--- config.mk ---
export PLATFORM = sky130hd
export DESIGN_NAME = note_stabilizer
export DESIGN_NICKNAME = d
export VERILOG_FILES = /design/src/rtl/note_stabilizer.sv
export SDC_FILE = /design/constraint.sdc
export NUM_CORES = 1
export LEC_CHECK = 0
export CAP_MARGIN = 20
export CELL_PAD_IN_SITES_DETAIL_PLACEMENT = 0
export CELL_PAD_IN_SITES_GLOBAL_PLACEMENT = 2
export CORE_UTILIZATION = 32
export DETAILED_ROUTE_END_ITERATION = 10
export PLACE_DENSITY = 0.87
export SKIP_LAST_GASP = 1
export SLEW_MARGIN = 20
export SYNTH_ARGS = -nofsm -noshare
export SYNTH_HDL_FRONTEND = slang
export SYNTH_SLANG_ARGS = --single-unit
--- constraint.sdc ---
create_clock -name i_clk -period 5.3 [get_ports i_clk]
set_input_delay 1.06 -clock i_clk [delete_from_list [all_inputs] [get_ports i_clk]]
set_output_delay 1.06 -clock i_clk [all_outputs]
set_load 0.02 [all_outputs]
--- src/rtl/note_stabilizer.sv ---
// Debounces per-frame pitch-detector notes: publish after ON_FRAMES qualifying frames, drop after OFF_FRAMES misses.
// Outputs registered, 1 cycle after a strobe; strobes may arrive back-to-back and none are lost.
module note_stabilizer #(
    parameter int                NOTE_W     = 25,
    parameter int                POW_W      = 32,
    parameter int                ON_FRAMES  = 3,
    parameter int                OFF_FRAMES = 4,
    parameter logic [POW_W-1:0]  POW_ON     = 4096,
    parameter logic [POW_W-1:0]  POW_OFF    = 1024
) (
    input  logic              i_clk,
    input  logic              i_rst,
    input  logic              i_frame_valid,
    input  logic [NOTE_W-1:0] i_note,
    input  logic [POW_W-1:0]  i_power,
    output logic [NOTE_W-1:0] o_note,
    output logic              o_change,
    output logic              o_active
);

    if (ON_FRAMES < 2 || ON_FRAMES > 15) begin : g_bad_on_frames
        $error("note_stabilizer: ON_FRAMES must be 2..15");
    end
    if (OFF_FRAMES < 1 || OFF_FRAMES > 15) begin : g_bad_off_frames
        $error("note_stabilizer: OFF_FRAMES must be 1..15");
    end
    if (POW_OFF > POW_ON) begin : g_bad_pow
        $error("note_stabilizer: POW_OFF must not exceed POW_ON");
    end

    localparam logic [3:0] ON_CNT  = 4'(ON_FRAMES);
    localparam logic [3:0] OFF_CNT = 4'(OFF_FRAMES);

    typedef enum logic [1:0] {S_IDLE, S_ATTACK, S_HOLD, S_RELEASE} state_t;

    state_t              state_q, state_d;
    logic [NOTE_W-1:0]   cand_q, cand_d;
    logic [NOTE_W-1:0]   note_q, note_d;
    logic [3:0]          cnt_q, cnt_d;
    logic                change_q, change_d;
    logic                is_onehot, qual, sustain, drop;

    always_ff @(posedge i_clk) begin
        if (i_rst) begin
            state_q  <= S_IDLE;
            cand_q   <= '0;
            note_q   <= '0;
            cnt_q    <= '0;
            change_q <= 1'b0;
        end else begin
            state_q  <= state_d;
            cand_q   <= cand_d;
            note_q   <= note_d;
            cnt_q    <= cnt_d;
            change_q <= change_d;
        end
    end

    always_comb begin
        is_onehot = (i_note != '0) && ((i_note & (i_note - NOTE_W'(1))) == '0);
        qual      = is_onehot && (i_power >= POW_ON);
        sustain   = (i_note == note_q) && (i_power >= POW_OFF);
        state_d   = state_q;
        cand_d    = cand_q;
        note_d    = note_q;
        cnt_d     = cnt_q;
        drop      = 1'b0;
        if (i_frame_valid) begin
            case (state_q)
                S_IDLE: begin
                    if (qual) begin
                        cand_d  = i_note;
                        cnt_d   = 4'd1;
                        state_d = S_ATTACK;
                    end
                end
                S_ATTACK: begin
                    if (qual && i_note == cand_q) begin
                        if (cnt_q + 4'd1 == ON_CNT) begin
                            note_d  = cand_q;
                            cnt_d   = 4'd0;
                            state_d = S_HOLD;
                        end else begin
                            cnt_d = cnt_q + 4'd1;
                        end
                    end else if (qual) begin
                        cand_d = i_note;
                        cnt_d  = 4'd1;
                    end else begin
                        cnt_d   = 4'd0;
                        state_d = S_IDLE;
                    end
                end
                S_HOLD: begin
                    if (sustain) begin
                        cnt_d = 4'd0;
                    end else if (OFF_CNT == 4'd1) begin
                        drop = 1'b1;
                    end else begin
                        cnt_d   = 4'd1;
                        state_d = S_RELEASE;
                    end
                end
                default: begin
                    if (sustain) begin
                        cnt_d   = 4'd0;
                        state_d = S_HOLD;
                    end else if (cnt_q + 4'd1 == OFF_CNT) begin
                        drop = 1'b1;
                    end else begin
                        cnt_d = cnt_q + 4'd1;
                    end
                end
            endcase
            // A dropping frame is re-evaluated as if it had arrived in IDLE.
            if (drop) begin
                note_d = '0;
                if (qual) begin
                    cand_d  = i_note;
                    cnt_d   = 4'd1;
                    state_d = S_ATTACK;
                end else begin
                    cnt_d   = 4'd0;
                    state_d = S_IDLE;
                end
            end
        end
        change_d = (note_d != note_q);
    end

    always_comb begin
        o_note   = note_q;
        o_change = change_q;
        o_active = (state_q == S_HOLD) || (state_q == S_RELEASE);
    end

endmodule

==> results of run 1 <==
layer usage:
layer,vias up,global-route usage (%)
met2,141,35.2
met4,0,7.82
met1,1796,29.5
met5,-,0
li1,1880,-
met3,23,4.00
cells by family after synthesis:
group           after synthesis  share of synthesized area, %
compound gates              116                          21.3
xor+xnor                     54                          12.1
fa+ha+maj                     8                          2.49
buf+inv                      75                          8.18
flops                        57                          29.1
mux                          10                          2.56
simple gates                159                          24.2
per-stage QoR:
step | instances | utilization, % | total power, W
final | 694 | 42.4 | 0.00124
after global placement | 678 | 39.6 | 0.000606
after floorplan | 479 | - | 0.000542
after global routing | 694 | 42.4 | 0.00129
after detailed placement | 678 | 39.6 | 0.000609
after CTS | 694 | 42.4 | 0.00125
power groups by stage:
stage / registers, W / logic (W) / clock network, W
final: 0.000439 / 0.000162 / 0.000640
after global routing: 0.000439 / 0.000177 / 0.000677
after CTS: 0.000438 / 0.000162 / 0.000652
after detailed placement: 0.000448 / 0.000161 / 0
after global placement: 0.000447 / 0.000159 / 0
after floorplan: 0.000446 / 0.0000956 / 0
placed cells by master (no fill, tap or decap), drive strengths merged, types with 13 or more instances in the layout:
master and instances:
xnor2 13, nand3b 13, nor2 31, a22o 18, xor2 41, nand2b 25, dfxtp 57, a21oi 14
o21ai 23, o32ai 14, inv 47, clkdlybuf4s50 75, nor4 27
critical path: stages:
cell and delay, ns:
clkdlybuf4s50_1 0.52, or3_4 0.48, nor4_2 0.23, buf_4 0.21, a31oi_1 0.09, nor4_1 0.45
and4_1 0.34, nand4_2 0.51, nor2_4 0.53, a22o_1 0.21
layout make-up:
class                   instances  area (um^2)
fillers                      1217         6890
clock inverters                 6         91.3
repair buffers                 80          786
inverters                      47          176
clock buffers                  10          239
multi-input cells             347         2450
well taps                     147          184
flip-flops and latches         57         1140
state kept, by name, indices dropped and copies added (netlist names):
name,count
cand_q,25
o_note,25
cnt_q,4
state_q,2
o_change,1
path summary, 6_finish.rpt:
path,to,slack (ns)
max,o_note[1]$_SDFF_PP0_,0.93
min,state_q[0]$_SDFFE_PP0P_,0.52
max reg2reg,o_note[1]$_SDFF_PP0_,1.97
min reg2reg,state_q[0]$_SDFFE_PP0P_,0.52
==> impl_metrics.env, run 1 <==
export IMPL_antenna_found_initial=0
export IMPL_end_kind="flop"
export IMPL_drtAntennaViolNets=0
export IMPL_startpoint="i_note[2]"
export IMPL_synthTopCellsByCount="57 x dfxtp_1, 47 x inv_1, 41 x xor2_1, 30 x nor2_1, 26 x nor4_1"
export IMPL_maxCapViolCount=0
export IMPL_nets=609
export IMPL_max_freq_mhz=229
export IMPL_fin_crit_sh_pct=82.4
export IMPL_syn_cell_area_mm2=0.00392
export IMPL_yosys_warnings=0
export IMPL_cp_max_fo=15
export IMPL_seqPwrFrac_pct=35.4
export IMPL_routabilityCongestion=0.878
export IMPL_antenna_cells=0
export IMPL_post_route_min_period_ns=4.37
export IMPL_synth_nets=546
export IMPL_tightestPinTransition_ns=0.991
export IMPL_p_switching_w=0.000306
export IMPL_ys_flop_type="dfxtp_1"
export IMPL_maxUsedRoutingLayer="met4"
export IMPL_swShare_pct=24.7
export IMPL_io_buffers=76
export IMPL_grt_ovfl_total=0
export IMPL_worst_ep_arrival_time_ns=4.64
export IMPL_hold_viol=0
export IMPL_grt_pass1_wl_um=21000
export IMPL_finish_instance_area_mm2=0.00507
export IMPL_grt_total_usage_pct=22.0
export IMPL_grt_max_degree=62
export IMPL_min_delay_start="state_q[0]$_SDFFE_PP0P_"
export IMPL_reg2reg_depth=8
export IMPL_core_mm2=0.0120
export IMPL_synthTopCellsByArea="dfxtp_1 29%, xor2_1 9.2%, inv_1 4.5%"
export IMPL_cts_resized_gates=0
export IMPL_dpl_worst_slack_ns=0.602
export IMPL_syn2layout_area_growth_pct=29.5
export IMPL_via_per_inst=5.53
export IMPL_placed_cell_area_mm2=0.00474
export IMPL_required_ns=5.57
export IMPL_status="finished clean"
export IMPL_cts_buffer_depth=2
export IMPL_clock_skew_ns=0.00712
export IMPL_clk_pin_slew_ns=0.06
export IMPL_cts_setup_buffers=0
export IMPL_rows=40
export IMPL_rsz0062_at_grt="no"
export IMPL_ys_seq_area_share_pct=29.1
export IMPL_ys_seq_elements=57
export IMPL_cts_tree="yes"
export IMPL_hpwl_um=10300
export IMPL_intPower_w=0.000934
export IMPL_num_vias=3840
export IMPL_route_detailed_drc=0
export IMPL_min_path_type="reg2reg"
export IMPL_r2r_start="cand_q[0]$_SDFFE_PP0P_"
export IMPL_cts_buffers=9
export IMPL_hold_buffers=0
export IMPL_maxSlewViolCount=0
export IMPL_power_density_mw_per_mm2=245
export IMPL_crit_path_start_kind="input pin"
export IMPL_avgSynthCellArea_um2=8.17
export IMPL_dr_wl_met2_um=6050
export IMPL_cts_htree_levels=3
export IMPL_comb_power_share_pct=13.0
export IMPL_clk_latency_ns=0.33
export IMPL_leakagePower_nw=1.93
export IMPL_synthArstFlopShare_pct=0
export IMPL_grt_pass1_vias=3783
export IMPL_drtPass1Iterations=5
export IMPL_dr_wl_met3_um=874
export IMPL_setup_tns_final_ns=0
export IMPL_synth_cell_types=65
export IMPL_die_height_um=113
export IMPL_synth_edf_count=0
export IMPL_drtIter0Drc=329
export IMPL_die_w_um=113
export IMPL_clock_sinks=57
export IMPL_drive_gt1_share_pct=6.40
export IMPL_drt_met1_wl_um=6170
export IMPL_wl_um=13400
export IMPL_vdd_drop_max_uv=108
export IMPL_initial_utilization_pct=32.7
export IMPL_holdPathStages=2
export IMPL_syn_inst=479
export IMPL_wire_per_inst_um=19.3
export IMPL_setup_slack_ns=0.934
export IMPL_yosysTopAreaCell="dfxtp_1"
export IMPL_fin_hold_ws_ns=0.519
export IMPL_cts_root_buf="clkbuf_16"
export IMPL_dieArea_mm2=0.0127
export IMPL_io_pins=87
export IMPL_synth_most_common_cell="dfxtp_1"
export IMPL_yosysTopAreaCellShare_pct=29.1
export IMPL_p_clk_share_pct=51.6
export IMPL_worstSetupPathType="in2reg"
export IMPL_relSlewSlack_pct=33.9
export IMPL_finalSetupViolations=0
Power figures use the tool's default switching activity.
==> run 2, diff against run 1 <==
--- a/config.mk
+++ b/config.mk
@@ -8,9 +8,9 @@
 export CAP_MARGIN = 20
 export CELL_PAD_IN_SITES_DETAIL_PLACEMENT = 0
 export CELL_PAD_IN_SITES_GLOBAL_PLACEMENT = 2
-export CORE_UTILIZATION = 32
+export CORE_UTILIZATION = 30
 export DETAILED_ROUTE_END_ITERATION = 10
-export PLACE_DENSITY = 0.87
+export PLACE_DENSITY = 0.83
 export SKIP_LAST_GASP = 1
 export SLEW_MARGIN = 20
 export SYNTH_ARGS = -nofsm -noshare
==> constraint.sdc (replaced) <==
create_clock -name i_clk -period 4.2 [get_ports i_clk]
set_input_delay 0.84 -clock i_clk [delete_from_list [all_inputs] [get_ports i_clk]]
set_output_delay 0.84 -clock i_clk [all_outputs]
set_load 0.02 [all_outputs]
==> impl_metrics.env, run 2 (synthesized netlist as in run 1, its figures left out) <==
export IMPL_status="finished clean"
export IMPL_wl_um=13800
export IMPL_nets=630
export IMPL_io_buffers=76
export IMPL_maxUsedRoutingLayer="met4"
export IMPL_clk_pin_slew_ns=0.05
export IMPL_wire_per_inst_um=18.7
export IMPL_routabilityCongestion=0.923
export IMPL_cts_htree_levels=3
export IMPL_core_mm2=0.0127
export IMPL_cts_setup_buffers=0
export IMPL_dp_cells=724
export IMPL_dr_wl_met3_um=1040
export IMPL_placed_cell_area_mm2=0.00493
export IMPL_finalSetupViolations=0
export IMPL_io_pins=87
export IMPL_grt_pass1_wl_um=21600
export IMPL_end_kind="flop"
export IMPL_crit_buf_inv=2
export IMPL_vdd_drop_max_uv=198
export IMPL_path_cells="clkdlybuf4s50_1, or4_4, nor3_4, nand3_1, a211oi_1, o311a_2, and4_1, nand4_2, buf_4, mux2i_1, nor2_1"
export IMPL_power_density_mw_per_mm2=298
export IMPL_reg2reg_depth=11
export IMPL_initial_utilization_pct=30.9
export IMPL_crit_path_start_kind="input pin"
export IMPL_cts_root_buf="clkbuf_16"
export IMPL_cp_slowest_stage_delay_ns=0.56
export IMPL_holdPathStages=2
export IMPL_clock_sinks=57
export IMPL_cts_tree="yes"
export IMPL_regArea_mm2=0.00114
export IMPL_required_ns=4.43
export IMPL_grt_max_degree=62
export IMPL_multi_input_area_mm2=0.00245
export IMPL_max_freq_mhz=279
export IMPL_layout_commonest_cell="clkdlybuf4s50_1"
export IMPL_clock_skew_ns=0.00574
export IMPL_antenna_found_initial=0
export IMPL_rows=41
export IMPL_fill_cells=1325
export IMPL_antenna_cells=0
export IMPL_maxCapViolCount=0
export IMPL_maxSlewViolCount=0
export IMPL_syn2layout_area_growth_pct=34.1
export IMPL_cts_buffer_depth=2
export IMPL_cp_depth=11
export IMPL_worst_ep_arrival_time_ns=3.81
export IMPL_die_w_um=116
export IMPL_layout_common_cells="75 x clkdlybuf4s50_1, 57 x dfxtp_1, 47 x inv_1, 41 x xor2_1, 30 x nor2_1"
export IMPL_cts_resized_gates=0
export IMPL_drtIter0Drc=265
export IMPL_worstSetupPathType="in2reg"
export IMPL_drtPass1Iterations=5
export IMPL_cp_top_family="simple AND/OR/NAND/NOR gates"
export IMPL_via_per_inst=5.43
export IMPL_grt_ovfl_total=0
export IMPL_dpl_worst_slack_ns=0.195
export IMPL_crit_slowest_cell="clkdlybuf4s50_1"
export IMPL_drive_gt1_share_pct=9.70
export IMPL_route_detailed_drc=0
export IMPL_dieArea_mm2=0.0135
export IMPL_min_path_type="reg2reg"
export IMPL_setup_tns_final_ns=0
export IMPL_rsz0062_at_grt="no"
export IMPL_cp_max_fo=10
export IMPL_grt_total_usage_pct=21.8
export IMPL_post_route_min_period_ns=3.58
export IMPL_clk_latency_ns=0.34
export IMPL_hpwl_um=10800
export IMPL_dr_wl_met2_um=6320
export IMPL_drtAntennaViolNets=0
export IMPL_grt_pass1_vias=3784
export IMPL_finish_instance_area_mm2=0.00525
export IMPL_hold_buffers=0
export IMPL_die_height_um=116
export IMPL_relSlewSlack_pct=37.7
export IMPL_num_vias=4014
export IMPL_leakagePower_nw=2.03
export IMPL_power_total_w=0.00157
export IMPL_cts_buffers=9
export IMPL_hold_viol=0
export IMPL_setup_slack_ns=0.621
export IMPL_drt_met1_wl_um=6240
export IMPL_tightestPinTransition_ns=0.934
export IMPL_fin_crit_sh_pct=85.2
export IMPL_fin_cells=739
==> run 2: cell count changes in the layout (fill, tap and decap cells not counted) <==
cell | before | now
clkinv_2 | 0 | 1
clkinvlp_4 | 3 | 2
buf_4 | 4 | 25
clkinv_4 | 1 | 0
==> run 2: path summary, 6_finish.rpt <==
path / from / to / slack, ns
max reg2reg: o_note[4]$_SDFF_PP0_ / cand_q[22]$_SDFFE_PP0P_ / 1.37
min reg2reg: state_q[0]$_SDFFE_PP0P_ / state_q[0]$_SDFFE_PP0P_ / 0.52
min: state_q[0]$_SDFFE_PP0P_ / state_q[0]$_SDFFE_PP0P_ / 0.52
max: i_note[12] / o_note[8]$_SDFF_PP0_ / 0.62
==> run 2: power by group <==
part / internal [W] / leakage [nW] / switching, W
clock: 0.000530 / 0.151 / 0.000267
combinational: 0.000105 / 1.43 / 0.000110
sequential: 0.000547 / 0.459 / 0.00000690
total: 0.00118 / 2.03 / 0.000384
==> run 2: cell type report <==
class	count	share of cell area, %
repair buffers	101	18.0
multi-input cells	347	46.7
clock buffers	10	4.55
clock inverters	5	1.53
flip-flops and latches	57	21.7
inverters	47	3.36
well taps	172	4.10
==> run 2: worst reg2reg max path: stages, from the launching register on <==
cell      delay (ns)
dfxtp_1         0.48
xor2_1          0.11
nor4_1          0.45
nand3_1         0.17
nor3_1          0.35
nor3b_1         0.12
buf_4           0.18
a211o_1         0.28
and3_1          0.18
buf_4           0.18
nand3b_1        0.10
o31ai_1         0.07
==> run 2: per-stage QoR <==
step | hold slack (ns) | utilization [%]
2_1_floorplan | 0.482 | -
3_3_place_gp | 0.501 | 38.9
3_5_place_dp | 0.521 | 38.9
4_1_cts | 0.528 | 41.4
5_1_grt | 0.545 | 41.4
6_report | 0.523 | 41.4
==> run 2: metal layers <==
layer / vias to the layer above / track usage, %
met2: 169 / 34.4
met1: 1909 / 29.5
met5: - / 0
met3: 16 / 4.88
met4: 0 / 6.75
li1: 1920 / -
==> run 3, diff against run 2 <==
--- a/config.mk
+++ b/config.mk
@@ -9,6 +9,7 @@
 export CELL_PAD_IN_SITES_DETAIL_PLACEMENT = 0
 export CELL_PAD_IN_SITES_GLOBAL_PLACEMENT = 2
 export CORE_UTILIZATION = 30
+export CTS_BUF_LIST = sky130_fd_sc_hd__clkbuf_16
 export DETAILED_ROUTE_END_ITERATION = 10
 export PLACE_DENSITY = 0.83
 export SKIP_LAST_GASP = 1
==> impl_metrics.env, run 3 (synthesized netlist as in run 1, its figures left out) <==
export IMPL_vdd_drop_max_uv=195
export IMPL_fill_cells=1324
export IMPL_cts_setup_buffers=0
export IMPL_clk_pin_slew_ns=0.05
export IMPL_fin_crit_sh_pct=85.5
export IMPL_grt_total_usage_pct=21.8
export IMPL_dieArea_mm2=0.0135
export IMPL_cts_root_buf="clkbuf_16"
export IMPL_grt_max_degree=62
export IMPL_worst_ep_arrival_time_ns=3.82
export IMPL_die_w_um=116
export IMPL_wl_um=13900
export IMPL_finalSetupViolations=0
export IMPL_antenna_found_initial=0
export IMPL_grt_ovfl_total=0
export IMPL_drtIter0Drc=280
export IMPL_max_freq_mhz=278
export IMPL_layout_commonest_cell="clkdlybuf4s50_1"
export IMPL_wire_per_inst_um=18.8
export IMPL_relSlewSlack_pct=37.6
export IMPL_rsz0062_at_grt="no"
export IMPL_route_detailed_drc=0
export IMPL_cts_resized_gates=0
export IMPL_post_route_min_period_ns=3.59
export IMPL_power_total_w=0.00154
export IMPL_rows=41
export IMPL_worstReg2RegEnd="cand_q[22]$_SDFFE_PP0P_"
export IMPL_reg2reg_depth=11
export IMPL_ff2ff_setup_slack_ns=1.38
export IMPL_via_per_inst=5.42
export IMPL_required_ns=4.42
export IMPL_clk_latency_ns=0.34
export IMPL_end_kind="flop"
export IMPL_clock_sinks=57
export IMPL_num_vias=4004
export IMPL_worstSetupPathType="in2reg"
export IMPL_die_height_um=116
export IMPL_regArea_mm2=0.00114
export IMPL_maxSlewViolCount=0
export IMPL_power_density_mw_per_mm2=295
export IMPL_grt_pass1_vias=3781
export IMPL_maxCapViolCount=0
export IMPL_tightestPinTransition_ns=0.935
export IMPL_syn2layout_area_growth_pct=33.8
export IMPL_clock_skew_ns=0.00524
export IMPL_drtPass1Iterations=5
export IMPL_initial_utilization_pct=30.9
export IMPL_io_buffers=76
export IMPL_hold_viol=0
export IMPL_min_path_type="reg2reg"
export IMPL_multi_input_area_mm2=0.00245
export IMPL_core_mm2=0.0127
export IMPL_r2r_start="o_note[4]$_SDFF_PP0_"
export IMPL_status="finished clean"
export IMPL_leakagePower_nw=2.03
export IMPL_cts_tree="yes"
export IMPL_antenna_cells=0
export IMPL_crit_path_start_kind="input pin"
export IMPL_cts_htree_levels=3
export IMPL_cts_buffers=9
export IMPL_startpoint="i_note[12]"
export IMPL_cts_buffer_depth=2
export IMPL_cp_max_fo=10
export IMPL_layout_common_cells="75 x clkdlybuf4s50_1, 57 x dfxtp_1, 47 x inv_1, 41 x xor2_1, 30 x nor2_1"
export IMPL_routabilityCongestion=0.923
export IMPL_min_delay_start="state_q[0]$_SDFFE_PP0P_"
export IMPL_drive_gt1_share_pct=9.52
export IMPL_cp_endpoint="o_note[8]$_SDFF_PP0_"
export IMPL_io_pins=87
export IMPL_hpwl_um=10800
export IMPL_setup_tns_final_ns=0
export IMPL_grt_pass1_wl_um=21600
export IMPL_drtAntennaViolNets=0
export IMPL_nets=630
export IMPL_hold_buffers=0
## run 3: worst min-delay path by stage
stage | slack [ns] | depth (start not counted) | end
detailed placement | 0.52 | 2 | cnt_q[1]$_SDFFE_PP0P_
CTS | 0.53 | 2 | cnt_q[1]$_SDFFE_PP0P_
global route | 0.55 | 2 | cnt_q[1]$_SDFFE_PP0P_
finish | 0.52 | 2 | state_q[0]$_SDFFE_PP0P_
floorplan | 0.48 | 2 | state_q[0]$_SDFFE_PP0P_
global placement | 0.50 | 2 | state_q[0]$_SDFFE_PP0P_
## run 3: worst max-delay path, stage by stage
cell	delay (ns)
clkdlybuf4s50_1	0.57
or4_4	0.50
nor3_4	0.29
nand3_1	0.15
a211oi_1	0.19
o311a_2	0.27
and4_1	0.27
nand4_2	0.21
buf_4	0.28
mux2i_1	0.18
nor2_1	0.07
## run 3: report_power, final
part	internal [W]	leakage, nW	switching, W
logic	0.000105	1.43	0.000109
registers	0.000547	0.459	0.00000691
clock network	0.000512	0.145	0.000264
total	0.00116	2.03	0.000380
## run 3: metrics by stage
stage | util, % | area (um^2) | hold slack [ns] | std cells | setup slack, ns
CTS | 41.3 | 5240 | 0.528 | 739 | 0.537
global route | 41.3 | 5240 | 0.545 | 739 | 0.399
floorplan | - | 3920 | 0.482 | 479 | 0.990
detailed placement | 38.9 | 4930 | 0.521 | 724 | 0.195
finish | 41.3 | 5240 | 0.524 | 739 | 0.609
global placement | 38.9 | 4930 | 0.501 | 724 | 0.193
## run 3: per-layer routing
layer  global-route usage (%)  vias to the layer above  part of all wire (%)
met5                        0                        -                     0
met4                     6.75                        0                   1.7
met3                     4.88                       17                   7.3
met2                     34.3                      160                    45
met1                     29.5                     1906                    46
li1                         -                     1921                     -
## run 3: cell type report
cell class | count | area share (%)
clock inverters | 6 | 1.60
multi-input cells | 347 | 46.8
clock buffers | 9 | 4.30
flip-flops and latches | 57 | 21.8
inverters | 47 | 3.37
repair buffers | 101 | 18.0
well taps | 172 | 4.11
